`src/rtl/cpu_pkg.sv`:
```
// Shared CPU encodings for the execute stage.
// Covers the ALU ops, result-select codes and forwarding-select codes.
package cpu_pkg;

   localparam int WIDTH = 16;
   localparam int RADDR = 4;

   typedef enum logic [2:0] {
      ALU_ADD = 3'b000,
      ALU_SUB = 3'b001,
      ALU_AND = 3'b010,
      ALU_OR  = 3'b011,
      ALU_XOR = 3'b100,
      ALU_SLL = 3'b101,
      ALU_SRL = 3'b110,
      ALU_CMP = 3'b111
   } alu_op_e;

   typedef enum logic [1:0] {
      RES_ALU = 2'b00,
      RES_MEM = 2'b01,
      RES_PC  = 2'b10
   } result_src_e;

   typedef enum logic [1:0] {
      FWD_ID  = 2'b00,
      FWD_WB  = 2'b01,
      FWD_MEM = 2'b10,
      FWD_ID2 = 2'b11
   } fwd_sel_e;

endpackage

```
`src/rtl/execute_stage_if.sv`:
```
// Bundle of ID/EX inputs, forwarding inputs and EX/MEM outputs of the execute stage.
interface execute_stage_if;
   import cpu_pkg::*;

   logic              stallM;
   logic [WIDTH-1:0]  RD1E;
   logic [WIDTH-1:0]  RD2E;
   logic [WIDTH-1:0]  immExtE;
   logic [WIDTH-1:0]  PCE;
   logic [WIDTH-1:0]  PCPlus2E;
   logic [RADDR-1:0]  RdE;
   logic              regWriteE;
   logic              memWriteE;
   logic              jumpE;
   logic              branchE;
   logic              aluSrcE;
   alu_op_e           aluControlE;
   result_src_e       resultSrcE;
   fwd_sel_e          forwardAE;
   fwd_sel_e          forwardBE;
   logic [WIDTH-1:0]  ResultW;

   logic              PCSrcE;
   logic [WIDTH-1:0]  PCTargetE;
   logic              flagZ;
   logic              flagN;
   logic [WIDTH-1:0]  ALUResultM;
   logic [WIDTH-1:0]  WriteDataM;
   logic [WIDTH-1:0]  PCPlus2M;
   logic [RADDR-1:0]  RdM;
   logic              regWriteM;
   logic              memWriteM;
   result_src_e       resultSrcM;

   modport slave (
      input  stallM, RD1E, RD2E, immExtE, PCE, PCPlus2E, RdE,
             regWriteE, memWriteE, jumpE, branchE, aluSrcE,
             aluControlE, resultSrcE, forwardAE, forwardBE, ResultW,
      output PCSrcE, PCTargetE, flagZ, flagN, ALUResultM, WriteDataM,
             PCPlus2M, RdM, regWriteM, memWriteM, resultSrcM
   );

   modport master (
      output stallM, RD1E, RD2E, immExtE, PCE, PCPlus2E, RdE,
             regWriteE, memWriteE, jumpE, branchE, aluSrcE,
             aluControlE, resultSrcE, forwardAE, forwardBE, ResultW,
      input  PCSrcE, PCTargetE, flagZ, flagN, ALUResultM, WriteDataM,
             PCPlus2M, RdM, regWriteM, memWriteM, resultSrcM
   );

endinterface

```
`src/rtl/exe_alu.sv`:
```
// Combinational 16-bit ALU; Z/N describe the result so CMP can reuse the subtract path.
module exe_alu
   import cpu_pkg::*;
(
   input  logic [WIDTH-1:0] i_a,
   input  logic [WIDTH-1:0] i_b,
   input  alu_op_e          i_op,
   output logic [WIDTH-1:0] o_y,
   output logic             o_z,
   output logic             o_n
);

   localparam int SHW = $clog2(WIDTH);

   // Shifts use only the low bits of B so oversized amounts wrap instead of clearing.
   always_comb begin
      o_y = '0;
      case (i_op)
         ALU_ADD: o_y = i_a + i_b;
         ALU_SUB: o_y = i_a - i_b;
         ALU_AND: o_y = i_a & i_b;
         ALU_OR:  o_y = i_a | i_b;
         ALU_XOR: o_y = i_a ^ i_b;
         ALU_SLL: o_y = i_a << i_b[SHW-1:0];
         ALU_SRL: o_y = i_a >> i_b[SHW-1:0];
         ALU_CMP: o_y = i_a - i_b;
         default: o_y = '0;
      endcase
   end

   assign o_z = (o_y == '0);
   assign o_n = o_y[WIDTH-1];

endmodule

```
`src/rtl/execute_stage.sv`:
```
// Execute stage: operand forwarding, ALU, N/Z flag register, branch resolution
// and the EX/MEM pipeline register.
module execute_stage
   import cpu_pkg::*;
(
   input  logic             clk,
   input  logic             rst,
   execute_stage_if.slave   bus
);

   logic [WIDTH-1:0] w_srcA;
   logic [WIDTH-1:0] w_writeDataE;
   logic [WIDTH-1:0] w_srcB;
   logic [WIDTH-1:0] w_aluY;
   logic             w_aluZ;
   logic             w_aluN;
   logic             w_isCmp;

   logic [WIDTH-1:0] r_aluResultM;
   logic [WIDTH-1:0] r_writeDataM;
   logic [WIDTH-1:0] r_pcPlus2M;
   logic [RADDR-1:0] r_rdM;
   logic             r_regWriteM;
   logic             r_memWriteM;
   result_src_e      r_resultSrcM;
   logic             r_flagZ;
   logic             r_flagN;

   // The MEM-stage forward taps our own EX/MEM register.
   always_comb begin
      w_srcA       = bus.RD1E;
      w_writeDataE = bus.RD2E;
      case (bus.forwardAE)
         FWD_WB:  w_srcA = bus.ResultW;
         FWD_MEM: w_srcA = r_aluResultM;
         default: w_srcA = bus.RD1E;
      endcase
      case (bus.forwardBE)
         FWD_WB:  w_writeDataE = bus.ResultW;
         FWD_MEM: w_writeDataE = r_aluResultM;
         default: w_writeDataE = bus.RD2E;
      endcase
   end

   assign w_srcB  = bus.aluSrcE ? bus.immExtE : w_writeDataE;
   assign w_isCmp = (bus.aluControlE == ALU_CMP);

   exe_alu u_alu (
      .i_a  (w_srcA),
      .i_b  (w_srcB),
      .i_op (bus.aluControlE),
      .o_y  (w_aluY),
      .o_z  (w_aluZ),
      .o_n  (w_aluN)
   );

   // CMP writes only the flags, never a register, so its regWrite is masked here.
   always_ff @(posedge clk or posedge rst) begin
      if (rst) begin
         r_aluResultM <= '0;
         r_writeDataM <= '0;
         r_pcPlus2M   <= '0;
         r_rdM        <= '0;
         r_regWriteM  <= 1'b0;
         r_memWriteM  <= 1'b0;
         r_resultSrcM <= RES_ALU;
         r_flagZ      <= 1'b0;
         r_flagN      <= 1'b0;
      end else if (!bus.stallM) begin
         r_aluResultM <= w_aluY;
         r_writeDataM <= w_writeDataE;
         r_pcPlus2M   <= bus.PCPlus2E;
         r_rdM        <= bus.RdE;
         r_regWriteM  <= bus.regWriteE & ~w_isCmp;
         r_memWriteM  <= bus.memWriteE;
         r_resultSrcM <= bus.resultSrcE;
         if (w_isCmp) begin
            r_flagZ <= w_aluZ;
            r_flagN <= w_aluN;
         end
      end
   end

   // Branches read the registered flags, so a CMP is seen by the following instruction.
   assign bus.PCSrcE     = bus.jumpE | (bus.branchE & r_flagZ);
   assign bus.PCTargetE  = bus.PCE;
   assign bus.flagZ      = r_flagZ;
   assign bus.flagN      = r_flagN;
   assign bus.ALUResultM = r_aluResultM;
   assign bus.WriteDataM = r_writeDataM;
   assign bus.PCPlus2M   = r_pcPlus2M;
   assign bus.RdM        = r_rdM;
   assign bus.regWriteM  = r_regWriteM;
   assign bus.memWriteM  = r_memWriteM;
   assign bus.resultSrcM = r_resultSrcM;

endmodule
```
`src/flat_wrapper.sv`:
```
// flat-port wrapper written by rule: the top's interface ports become plain ports
module execute_stage_flat import cpu_pkg::*;
  (clk, rst, bus_stallM, bus_RD1E, bus_RD2E, bus_immExtE, bus_PCE, bus_PCPlus2E, bus_RdE, bus_regWriteE, bus_memWriteE, bus_jumpE, bus_branchE, bus_aluSrcE, bus_aluControlE, bus_resultSrcE, bus_forwardAE, bus_forwardBE, bus_ResultW, bus_PCSrcE, bus_PCTargetE, bus_flagZ, bus_flagN, bus_ALUResultM, bus_WriteDataM, bus_PCPlus2M, bus_RdM, bus_regWriteM, bus_memWriteM, bus_resultSrcM);
  execute_stage_if bus_i ();
  input  logic clk;
  input  logic rst;
  input wire logic [$bits(bus_i.stallM)-1:0] bus_stallM;
  input wire logic [$bits(bus_i.RD1E)-1:0] bus_RD1E;
  input wire logic [$bits(bus_i.RD2E)-1:0] bus_RD2E;
  input wire logic [$bits(bus_i.immExtE)-1:0] bus_immExtE;
  input wire logic [$bits(bus_i.PCE)-1:0] bus_PCE;
  input wire logic [$bits(bus_i.PCPlus2E)-1:0] bus_PCPlus2E;
  input wire logic [$bits(bus_i.RdE)-1:0] bus_RdE;
  input wire logic [$bits(bus_i.regWriteE)-1:0] bus_regWriteE;
  input wire logic [$bits(bus_i.memWriteE)-1:0] bus_memWriteE;
  input wire logic [$bits(bus_i.jumpE)-1:0] bus_jumpE;
  input wire logic [$bits(bus_i.branchE)-1:0] bus_branchE;
  input wire logic [$bits(bus_i.aluSrcE)-1:0] bus_aluSrcE;
  input wire logic [$bits(bus_i.aluControlE)-1:0] bus_aluControlE;
  input wire logic [$bits(bus_i.resultSrcE)-1:0] bus_resultSrcE;
  input wire logic [$bits(bus_i.forwardAE)-1:0] bus_forwardAE;
  input wire logic [$bits(bus_i.forwardBE)-1:0] bus_forwardBE;
  input wire logic [$bits(bus_i.ResultW)-1:0] bus_ResultW;
  output wire logic [$bits(bus_i.PCSrcE)-1:0] bus_PCSrcE;
  output wire logic [$bits(bus_i.PCTargetE)-1:0] bus_PCTargetE;
  output wire logic [$bits(bus_i.flagZ)-1:0] bus_flagZ;
  output wire logic [$bits(bus_i.flagN)-1:0] bus_flagN;
  output wire logic [$bits(bus_i.ALUResultM)-1:0] bus_ALUResultM;
  output wire logic [$bits(bus_i.WriteDataM)-1:0] bus_WriteDataM;
  output wire logic [$bits(bus_i.PCPlus2M)-1:0] bus_PCPlus2M;
  output wire logic [$bits(bus_i.RdM)-1:0] bus_RdM;
  output wire logic [$bits(bus_i.regWriteM)-1:0] bus_regWriteM;
  output wire logic [$bits(bus_i.memWriteM)-1:0] bus_memWriteM;
  output wire logic [$bits(bus_i.resultSrcM)-1:0] bus_resultSrcM;
  assign bus_i.stallM = bus_stallM;
  assign bus_i.RD1E = bus_RD1E;
  assign bus_i.RD2E = bus_RD2E;
  assign bus_i.immExtE = bus_immExtE;
  assign bus_i.PCE = bus_PCE;
  assign bus_i.PCPlus2E = bus_PCPlus2E;
  assign bus_i.RdE = bus_RdE;
  assign bus_i.regWriteE = bus_regWriteE;
  assign bus_i.memWriteE = bus_memWriteE;
  assign bus_i.jumpE = bus_jumpE;
  assign bus_i.branchE = bus_branchE;
  assign bus_i.aluSrcE = bus_aluSrcE;
  assign bus_i.aluControlE = bus_aluControlE;
  assign bus_i.resultSrcE = bus_resultSrcE;
  assign bus_i.forwardAE = bus_forwardAE;
  assign bus_i.forwardBE = bus_forwardBE;
  assign bus_i.ResultW = bus_ResultW;
  assign bus_PCSrcE = bus_i.PCSrcE;
  assign bus_PCTargetE = bus_i.PCTargetE;
  assign bus_flagZ = bus_i.flagZ;
  assign bus_flagN = bus_i.flagN;
  assign bus_ALUResultM = bus_i.ALUResultM;
  assign bus_WriteDataM = bus_i.WriteDataM;
  assign bus_PCPlus2M = bus_i.PCPlus2M;
  assign bus_RdM = bus_i.RdM;
  assign bus_regWriteM = bus_i.regWriteM;
  assign bus_memWriteM = bus_i.memWriteM;
  assign bus_resultSrcM = bus_i.resultSrcM;
  execute_stage u_core (.clk(clk), .rst(rst), .bus(bus_i));
endmodule
```
`config.mk`:
```
export PLATFORM = sky130hd
export DESIGN_NAME = execute_stage_flat
export DESIGN_NICKNAME = d
export VERILOG_FILES = /design/src/rtl/cpu_pkg.sv /design/src/rtl/execute_stage_if.sv /design/src/rtl/exe_alu.sv /design/src/rtl/execute_stage.sv /design/src/flat_wrapper.sv
export SDC_FILE = /design/constraint.sdc
export NUM_CORES = 1
export LEC_CHECK = 0
export BUFFER_PORTS_ARGS = -buffer_cell sky130_fd_sc_hd__buf_2
export CAP_MARGIN = 0
export CORE_MARGIN = 1
export CORE_UTILIZATION = 58
export DETAILED_ROUTE_END_ITERATION = 10
export PLACE_DENSITY = 0.88
export SLEW_MARGIN = 20
export SYNTH_ARGS = -nofsm -noshare
export SYNTH_HDL_FRONTEND = slang
export SYNTH_SLANG_ARGS = --single-unit
```
`constraint.sdc`:
```
create_clock -name clk -period 8.9 [get_ports clk]
set_input_delay 2.225 -clock clk [delete_from_list [all_inputs] [get_ports clk]]
set_output_delay 2.225 -clock clk [all_outputs]
set_load 0.02 [all_outputs]
```
Yosys cells after proc, flatten, opt, wreduce, memory -nomap -nowiden
Index checks and enable logic that the tools add are counted.
- shift-type cells: 2
- multipliers: 0
- equality and inequality tests: 11
- bitwise gates (word level): 8
- div/mod/pow operators: 0
- magnitude comparators: 0
- mux-type cells: 4
- reduce and logical (&&, ||, !) cells: 4
- add/sub/neg operators: 2
- operator list (cell ; number):
    $pmux 16 s7 ; 1
    $pmux 16 s2 ; 2
    $add 16x16->16 ; 1
    $and 16x16->16 ; 1
    $logic_not 16->1 ; 1
    $mux 16 ; 1
    $or 16x16->16 ; 1
    $shl 16x4->16 ; 1
    $shr 16x4->16 ; 1
    $sub 16x16->16 ; 1
    $xor 16x16->16 ; 1
    $eq 3x3->1 const B ; 4
    $eq 3x2->1 const B ; 2
    $eq 2x1->1 const B ; 2
    $eq 2x2->1 const B ; 2
    $eq 3x1->1 const B ; 1
    $logic_not 3->1 ; 1
    $and 1x1->1 ; 2
    $not 1->1 ; 2
    $reduce_and 2->1 ; 1
    $reduce_or 2->1 ; 1
    $or 1x1->1 ; 1
- bits in writable memories: 0
- bits in registers: 58
- memories kept: 0
- input port bits: 117
- bits in latches: 0
- memory bits (read-only): 0
- word-level logic and storage cells: 40
- output and inout port bits: 75

Longest topological paths before layout
Gate-level depths: netlist of the first run.
- depth after elaboration: 6
- mapped depth: 23
- depth with buffers taken out: 21

Cells and area by module
A second synthesis of the first run with hierarchy kept.
- cells, all modules: 814
- area total of the unflattened synthesis: 7079.3 µm²
- modules (own cells, without submodules) (module ; times used ; seq. area each (µm²) ; cells each ; area an instance (µm²)):
    exe_alu ; 1 ; 0.0 ; 516 ; 3793.6
    execute_stage ; 1 ; 1451.4 ; 298 ; 3285.7

Worst setup path after synthesis of the first run
Ideal clock, no wire load.
- kind: input to register
- start: in bus_forwardBE[0]
- end: reg u_core.r_aluResultM[14] (netlist: u_core.bus.ALUResultM[14])
- arrival: 6310 ps
- slack: 2464 ps
- buffers on the path: 3
- required time: 8774 ps
- setup time: 126 ps
- cell stages on the path: 21
- cells stage by stage: inv_1 ha_1 or2_1 buf_6 o221ai_4 buf_8 buf_2 ha_1 nand2_1 o21ai_0 xnor2_1 ha_1 or3_1 o211ai_1 o21a_1 o21ai_0 a21o_1 a21oi_1 xnor2_1 and2_1 o32a_1
- longest elaborated chain between the ends: 5
- elaborated cells on any way between the ends: 12
- those cells by class: add/sub: 2; eq/ne: 2; shift: 2; mux: 3; bitwise: 3
- ends and longest elaborated chain (what ; RTL line ; source):
    start: declaration ; flat_wrapper.sv:22 ; input wire logic [$bits(bus_i.forwardBE)-1:0] bus_forwardBE;
    $eq 2x2->1 / $eq 2x1->1 (equally long branches) ; execute_stage.sv:38 ; case (bus.forwardBE)
    $pmux 16 s2 * ; execute_stage.sv:38 ;
    $mux 16 * ; execute_stage.sv:45 ; assign w_srcB = bus.aluSrcE ? bus.immExtE : w_writeDataE;
    $sub 16x16->16, or another cell as far along ; exe_alu.sv:20, exe_alu.sv:26 ;
    $pmux 16 s7 * ; exe_alu.sv:18 ; case (i_op)
    end signal: assignment ; execute_stage.sv:70 ; r_aluResultM <= w_aluY;
    end: declaration ; execute_stage.sv:19 ; logic [WIDTH-1:0] r_aluResultM;
Mark *: on every way between the ends. The rest lies on a longest branch, timed or not.
A chain may end at the register's enable or synchronous reset.

Worst setup path in the final report of the first run
- start: in bus_forwardBE[0]
- end: reg u_core.r_flagZ (netlist: u_core.bus.flagZ)
- longest elaborated chain between the ends: 6
- elaborated cells on any way between the ends: 13
- those cells by class: add/sub: 2; eq/ne: 2; shift: 2; mux: 3; bitwise: 3; reduce/logical: 1
- ends and longest elaborated chain (what ; RTL line ; source):
    $eq 2x2->1 / $eq 2x1->1 (equally long branches) ; execute_stage.sv:38 ;
    $pmux 16 s2 * ; execute_stage.sv:38 ;
    $mux 16 * ; execute_stage.sv:45 ;
    $sub 16x16->16, or another cell as far along ; exe_alu.sv:20, exe_alu.sv:26 ;
    $pmux 16 s7 * ; exe_alu.sv:18 ;
    $logic_not 16->1 * ; exe_alu.sv:31 ; assign o_z = (o_y == '0);
    end signal: assignment ; execute_stage.sv:78 ; r_flagZ <= w_aluZ;
    end: declaration ; execute_stage.sv:26 ; logic r_flagZ;
Marked as above.

==> out/metrics.cfg, run 1 <==
[critical_path]
path_max_fanout = 28
path_cells = buf_2 -> inv_1 -> ha_1 -> buf_4 -> or2_1 -> o221ai_4 -> ha_1 -> nand2_1 -> o21ai_0 -> nand3_1 -> a21oi_1 -> xnor2_1 -> ha_1 -> nand2_1 -> a2111oi_0 -> o31a_1 -> o21ai_0 -> o31ai_1 -> nor2b_1 -> nand4_1 -> o32ai_2
arrival_ns = 7.40
slowest_stage = o221ai_4
critPathLaunchType = primary input
crit_top_cell = ha_1
required_ns = 9.15
cp-end-kind = flop
slowest_delay_ns = 0.79
path_class = primary input to flop

[cts]
htree_levels = 3
post_cts_buffers = 0
cts_buffers = 9
tritoncts = built
cts_hold_buf = 0
clock-root-buffer = clkbuf_16
cts_buffer_depth = 2
clk_pin_slew_ns = 0.06
post_cts_resized = 0
clock_latency_ns = 0.34
cts_sinks = 58

[synthesis]
syn_nets = 990
ys.flop_type = dfrtp_1
syn_area_per_cell_um2 = 8.22
synthMuxAreaShare_pct = 12.9
synthAdderAreaFrac_pct = 10.9
synthesis.instances = 815
synth_simple_gate_area_share_pct = 14.7
syn_area_um2 = 6700
synth.distinct_cells = 73
synth_area_leaders = dfrtp_1 22%, ha_1 11%, mux2i_1 6.6%, mux2_2 6.1%, o21ai_0 6.0%
synth-compound-area-share_pct = 27.6
synth_area_leader_cell = dfrtp_1
yosysTopAreaCellShare_pct = 21.7
yosys_register_bits = 58
synth_edf_count = 0
synth_top_family_by_area = compound AO/OA/AOI/OAI gates
yosysWarnings = 0
synth_async_sr_flop_share_pct = 100
synth_xor_area_share_pct = 3.40
ys_seq_area_share_pct = 21.7

[floorplanning]
die_x_um = 109
die_area_um2 = 12000
pin_count = 192
coreArea_um2 = 11000
row_count = 38
initial_core_util_pct = 60.7
die_y_um = 109

[timing]
fin_tns_setup_ns = 0
min_period_ns = 7.15
relSlewSlack_pct = 25.7
rsz0062_at_grt = no
worstMarginPinSlew_ns = 1.10
finClkSkew_ns = 0.00443
min_period_over_period_pct = 80.4
finalSetupViolCount = 0
hold_violations = 0
timing.hold.ws_ns = 0.476
max_freq_mhz = 140
slew_viol_final = 0

[detailed_routing]
highest_layer = met4
routed_wl_um = 26200
wl_met2_um = 11900
drtPass1Iterations = 6
avgRoutedWirePerCell_um = 24.3
wl_met3_um = 3160
drc = 0
viasPerCell = 6.84
wl_met1_um = 9770
vias = 7369
first_iter_violations = 1080
final_antenna_net_count = 0

[outcome]
outcome = finished clean

[power_and_ir_drop]
ir_worst_vdd_uv = 180
p_per_area_nw_per_um2 = 198
p_leak_uw = 0.00356

[global_route]
grt_start_max_net_pins = 72
antenna_found_initial = 0
first_global_vias = 6888
grt-ovfl-total = 0
grt_pass1_wl_um = 38700
grt_use_total_pct = 43.2

[finish]
area_growth_pct = 14.6
fillers = 876
regArea_um2 = 1450
diodes = 0
fin_area_um2 = 7670
drive_above_1_share_pct = 26.9
final_nets = 1108
multi_input_area_um2 = 4660
utilization_pct = 69.6
fin_cells = 1078

[place]
numPortBuffers = 159
dp.cells = 1062
dpl_cell_area_um2 = 7380
dp_hpwl_um = 19400
gp_congestion = 1.05

[flow_run]
maxCapViolations = 0

[worst_hold_path]
hold_path.class = flop to flop

## routing by layer
layer / vias up / GRT usage (%)
met2: 553 / 67.3
met1: 3477 / 55.8
li1: 3208 / -
met3: 131 / 9.48
met4: 0 / 22.7
met5: - / 0
## sequential cells by signal, summed over array words and instances, names as in the netlist
name and flops:
u_core.bus.flagN 1, u_core.bus.regWriteM 1, u_core.bus.ALUResultM 16, u_core.bus.PCPlus2M 16, u_core.bus.memWriteM 1, u_core.bus.resultSrcM 2
u_core.bus.RdM 4, u_core.bus.WriteDataM 16, u_core.bus.flagZ 1
## layout by cell type (no fill, tap or decap), types with 23 or more instances in the layout
cell,count
a21oi_1,41
a221o_1,23
buf_2,159
dfrtp_1,58
ha_1,57
inv_1,40
mux2_2,36
mux2i_1,44
nand2_1,95
nor2_1,45
o21ai_0,80
## final timing paths
check	startpoint	endpoint	slack, ns	cells past startpoint
worst max-delay path	bus_forwardBE[0]	u_core.bus.flagZ$_DFFE_PP0P_	1.75	21
worst min-delay path	u_core.bus.WriteDataM[0]$_DFFE_PP0N_	u_core.bus.WriteDataM[0]$_DFFE_PP0N_	0.48	2
worst max register to register	u_core.bus.ALUResultM[1]$_DFFE_PP0N_	u_core.bus.flagZ$_DFFE_PP0P_	3.94	17
min in group asynchronous	rst	u_core.bus.PCPlus2M[6]$_DFFE_PP0N_	2.10	3
worst min register to register	u_core.bus.WriteDataM[0]$_DFFE_PP0N_	u_core.bus.WriteDataM[0]$_DFFE_PP0N_	0.48	2
max in group asynchronous	rst	u_core.bus.ALUResultM[5]$_DFFE_PP0N_	6.31	3
## metrics by stage
step / setup slack [ns] / power [µW]
2_1_floorplan: 2.46 / 896
3_3_place_gp: 1.72 / 1130
3_5_place_dp: 1.57 / 1130
4_1_cts: 1.91 / 1490
5_1_grt: 1.45 / 1580
6_report: 1.75 / 1520
## critical path, delay by kind of cell
family          cells  cell delay, ns
fa+ha+maj           3            0.97
buf+inv             3            0.36
compound gates      8            2.68
simple gates        6            1.03
xor+xnor            1            0.10
## layout make-up
| cell class | count | share of cell area (%) |
|---|---|---|
| clock buffers | 9 | 2.94 |
| clock inverters | 7 | 0.897 |
| inverters | 46 | 2.32 |
| multi-input cells | 643 | 60.7 |
| flip-flops and latches | 58 | 18.9 |
| well taps | 140 | 2.28 |
| repair buffers | 175 | 11.9 |
## report_power, final
group	internal [µW]	switching [µW]	total, µW
logic	293	516	809
registers	313	49.1	363
clock network	216	133	349
## logic make-up (layout without fill, tap and decap cells)
| kind of cell | count (synthesis) | in the layout |
|---|---|---|
| buffers and inverters | 114 | 237 |
| adders and majority gates | 58 | 58 |
| and+or+nand+nor | 212 | 212 |
| muxes | 81 | 81 |
| DFF | 58 | 58 |
| xor gates and xnor gates | 26 | 26 |
| AOI/OAI and AO/OA | 266 | 266 |
## synthesized netlist by cell type, drive strengths merged (3+ instances only)
cell type,n
clkbuf,27
nor4,7
nor3,8
a2111oi,3
o32ai,5
nor2b,5
nand3,10
a21o,5
a31oi,6
mux2i,44
a21oi,41
o2111ai,4
a221o,23
inv,45
o211ai,10
nor2,46
a211oi,7
o221ai,4
or2,4
dfrtp,58
ha,57
a22oi,12
o31ai,8
nand2b,22
a32oi,3
a221oi,12
xnor2,21
o21a,5
xor2,5
buf,41
mux2,37
o21ai,91
o22ai,10
and2,4
o31a,3
nand2,96
a22o,4
Note: power is estimated with default switching activity, not from simulation.
==> inputs of run 2 (changes only) <==
--- a/config.mk
+++ b/config.mk
@@ -8,9 +8,9 @@
 export BUFFER_PORTS_ARGS = -buffer_cell sky130_fd_sc_hd__buf_2
 export CAP_MARGIN = 0
 export CORE_MARGIN = 1
-export CORE_UTILIZATION = 58
+export CORE_UTILIZATION = 49
 export DETAILED_ROUTE_END_ITERATION = 10
-export PLACE_DENSITY = 0.88
+export PLACE_DENSITY = 0.79
 export SLEW_MARGIN = 20
 export SYNTH_ARGS = -nofsm -noshare
 export SYNTH_HDL_FRONTEND = slang
==> constraint.sdc (replaced) <==
create_clock -name clk -period 6.5 [get_ports clk]
set_input_delay 1.625 -clock clk [delete_from_list [all_inputs] [get_ports clk]]
set_output_delay 1.625 -clock clk [all_outputs]
set_load 0.02 [all_outputs]
==> out/metrics.cfg, run 2 (synthesis gave the netlist of run 1 again) <==
[outcome]
outcome = finished clean  ; unchanged

[timing]
slew_viol_final = 0  ; unchanged
worstMarginPinSlew_ns = 1.07  ; was 1.10 ns
hold_violations = 0  ; unchanged
finClkSkew_ns = 0.00404  ; was 0.00443 ns
fin_tns_setup_ns = 0  ; unchanged
relSlewSlack_pct = 28.2  ; was 25.7%
finalSetupViolCount = 0  ; unchanged
max_freq_mhz = 164
min_period_over_period_pct = 93.7
min_period_ns = 6.09
rsz0062_at_grt = no  ; unchanged
timing.hold.ws_ns = 0.482  ; was 0.476 ns

[detailed_routing]
final_antenna_net_count = 0  ; unchanged
viasPerCell = 6.49  ; was 6.84
first_iter_violations = 1338  ; was 1080
routed_wl_um = 25300  ; was 26200 µm
drtPass1Iterations = 6  ; unchanged
vias = 7350  ; was 7369
avgRoutedWirePerCell_um = 22.4  ; was 24.3 µm
drc = 0  ; unchanged

[global_route]
grt_use_total_pct = 35.1  ; was 43.2%
grt_pass1_wl_um = 37900  ; was 38700 µm
first_global_vias = 6757  ; was 6888
antenna_found_initial = 0  ; unchanged
grt_start_max_net_pins = 72  ; unchanged
grt-ovfl-total = 0  ; unchanged

[cts]
post_cts_resized = 0  ; unchanged
htree_levels = 3  ; unchanged
cts_sinks = 58  ; unchanged
clock-root-buffer = clkbuf_16  ; unchanged
cts_buffers = 9  ; unchanged
clk_pin_slew_ns = 0.05  ; was 0.06 ns
tritoncts = built  ; unchanged
post_cts_buffers = 0  ; unchanged
cts_buffer_depth = 2  ; unchanged
cts_hold_buf = 0  ; unchanged
clock_latency_ns = 0.34  ; about the same

[power_and_ir_drop]
ir_worst_vdd_uv = 268  ; was 180 µV
cellInternalPower_uw = 1150  ; was 822 µW
switching_share_pct = 44.9  ; was 45.9%
p_sw_uw = 939  ; was 698 µW
seqPwrFrac_pct = 23.9  ; was 23.8%
p_per_area_nw_per_um2 = 266  ; was 198 nW/µm²
comb_power_share_pct = 53.3  ; was 53.2%
pwr-share-clk_pct = 22.9  ; was 23.0%
p_leak_uw = 0.00366  ; was 0.00356 µW

[floorplanning]
coreArea_um2 = 13300  ; was 11000 µm²
die_x_um = 119  ; was 109 µm
row_count = 42  ; was 38
die_area_um2 = 14100  ; was 12000 µm²
die_y_um = 119  ; was 109 µm
initial_core_util_pct = 50.4  ; was 60.7%
pin_count = 192  ; unchanged

[worst_hold_path]
hold_path.class = flop to flop  ; unchanged
min_to = u_core.bus.WriteDataM[9]$_DFFE_PP0N_  ; was u_core.bus.WriteDataM[0]$_DFFE_PP0N_
hold_start = u_core.bus.WriteDataM[9]$_DFFE_PP0N_  ; was u_core.bus.WriteDataM[0]$_DFFE_PP0N_
hold_depth = 2  ; unchanged

[finish]
diodes = 0  ; unchanged
fillers = 1181  ; was 876
final_nets = 1127  ; was 1108
fin_cells = 1133  ; was 1078
fin_area_um2 = 7860  ; was 7670 µm²
area_growth_pct = 17.4  ; was 14.6%
layout_commonest_cell = buf_2  ; unchanged
mostFrequentLayoutCells = 159 x buf_2, 95 x nand2_1, 80 x o21ai_0, 58 x dfrtp_1, 57 x ha_1  ; unchanged
drive_above_1_share_pct = 28.2  ; was 26.9%

[place]
dp_hpwl_um = 19600  ; was 19400 µm
dp.cells = 1117  ; was 1062
gp_congestion = 1.05  ; about the same
dpl_cell_area_um2 = 7570  ; was 7380 µm²
numPortBuffers = 159  ; unchanged

[critical_path]
rr_endpoint = u_core.bus.flagN$_DFFE_PP0P_  ; was u_core.bus.flagZ$_DFFE_PP0P_
critPathLaunchType = primary input  ; unchanged
arrival_ns = 6.31  ; was 7.40 ns
cp-end-kind = flop  ; unchanged
r2r_slack_ns = 1.85  ; was 3.94 ns
path_max_fanout = 16  ; was 28
r2r_cells = 17  ; unchanged
required_ns = 6.72  ; was 9.15 ns
r2r_start = u_core.bus.ALUResultM[1]$_DFFE_PP0N_  ; unchanged
path_class = primary input to flop  ; unchanged

[flow_run]
maxCapViolations = 0  ; unchanged

[run 2: cell types whose count changed in the layout (fill, tap and decap cells not counted), sizes merged]
cell	change
inv	-1
clkinvlp	-2
clkinv	+1
clkbuf	+2
buf	+19
[run 2: cell type report]
type                            instances  area [µm²]  area share, %
Timing Repair Buffer                  194        1060           13.5
Sequential cell                        58        1450           18.5
Tap cell                              176         220           2.80
Multi-Input combinational cell        643        4660           59.2
Inverter                               46         178           2.26
Clock buffer                           11         243           3.09
Clock inverter                          5        53.8          0.684
[run 2: per-stage QoR]
stage	total power, µW	setup slack, ns	utilization, %
2_1_floorplan	1230	0.664	-
3_3_place_gp	1560	0.388	56.9
3_5_place_dp	1570	0.262	56.9
4_1_cts	2050	0.582	59.1
5_1_grt	2180	0.0757	59.1
6_report	2090	0.412	59.1
[run 2: worst max-delay path by stage]
stage	startpoint	endpoint	slack, ns	cells past startpoint
6_report	bus_forwardBE[0]	u_core.bus.flagN$_DFFE_PP0P_	0.41	20
5_1_grt	bus_forwardBE[0]	u_core.bus.flagN$_DFFE_PP0P_	0.08	20
4_1_cts	bus_forwardBE[0]	u_core.bus.flagN$_DFFE_PP0P_	0.58	20
3_5_place_dp	bus_forwardBE[0]	u_core.bus.flagN$_DFFE_PP0P_	0.26	20
3_3_place_gp	bus_forwardBE[0]	u_core.bus.flagZ$_DFFE_PP0P_	0.39	18
2_1_floorplan	bus_forwardBE[0]	u_core.bus.ALUResultM[14]$_DFFE_PP0N_	0.66	21
[run 2: per-layer routing]
layer	routed length [µm]	GRT usage (%)	vias to the layer above
met5	0	0	-
met4	1180	15.3	0
met3	3080	11.4	105
met2	11200	53.5	526
met1	9900	45.2	3462
li1	-	-	3257
[run 2: power by group through the flow]
| stage | sequential, µW | clock, µW | combinational [µW] |
|---|---|---|---|
| floorplan | 565 | 0 | 661 |
| global placement | 497 | 0 | 1060 |
| detailed placement | 498 | 0 | 1070 |
| CTS | 494 | 475 | 1080 |
| global route | 504 | 492 | 1180 |
| finish | 499 | 478 | 1110 |
[run 2: critical path, cell delays in order]
cell	delay, ns
buf_2	0.09
inv_1	0.04
ha_1	0.39
a22o_1	0.33
o221ai_4	0.35
ha_1	0.24
nand2_1	0.08
o21ai_0	0.39
nand3_1	0.23
a21oi_1	0.25
xnor2_1	0.10
ha_1	0.37
nand2_1	0.06
a2111oi_0	0.73
o31a_1	0.24
o21ai_0	0.07
nand2b_1	0.10
xnor2_1	0.14
o21ai_1	0.14
mux2_2	0.33
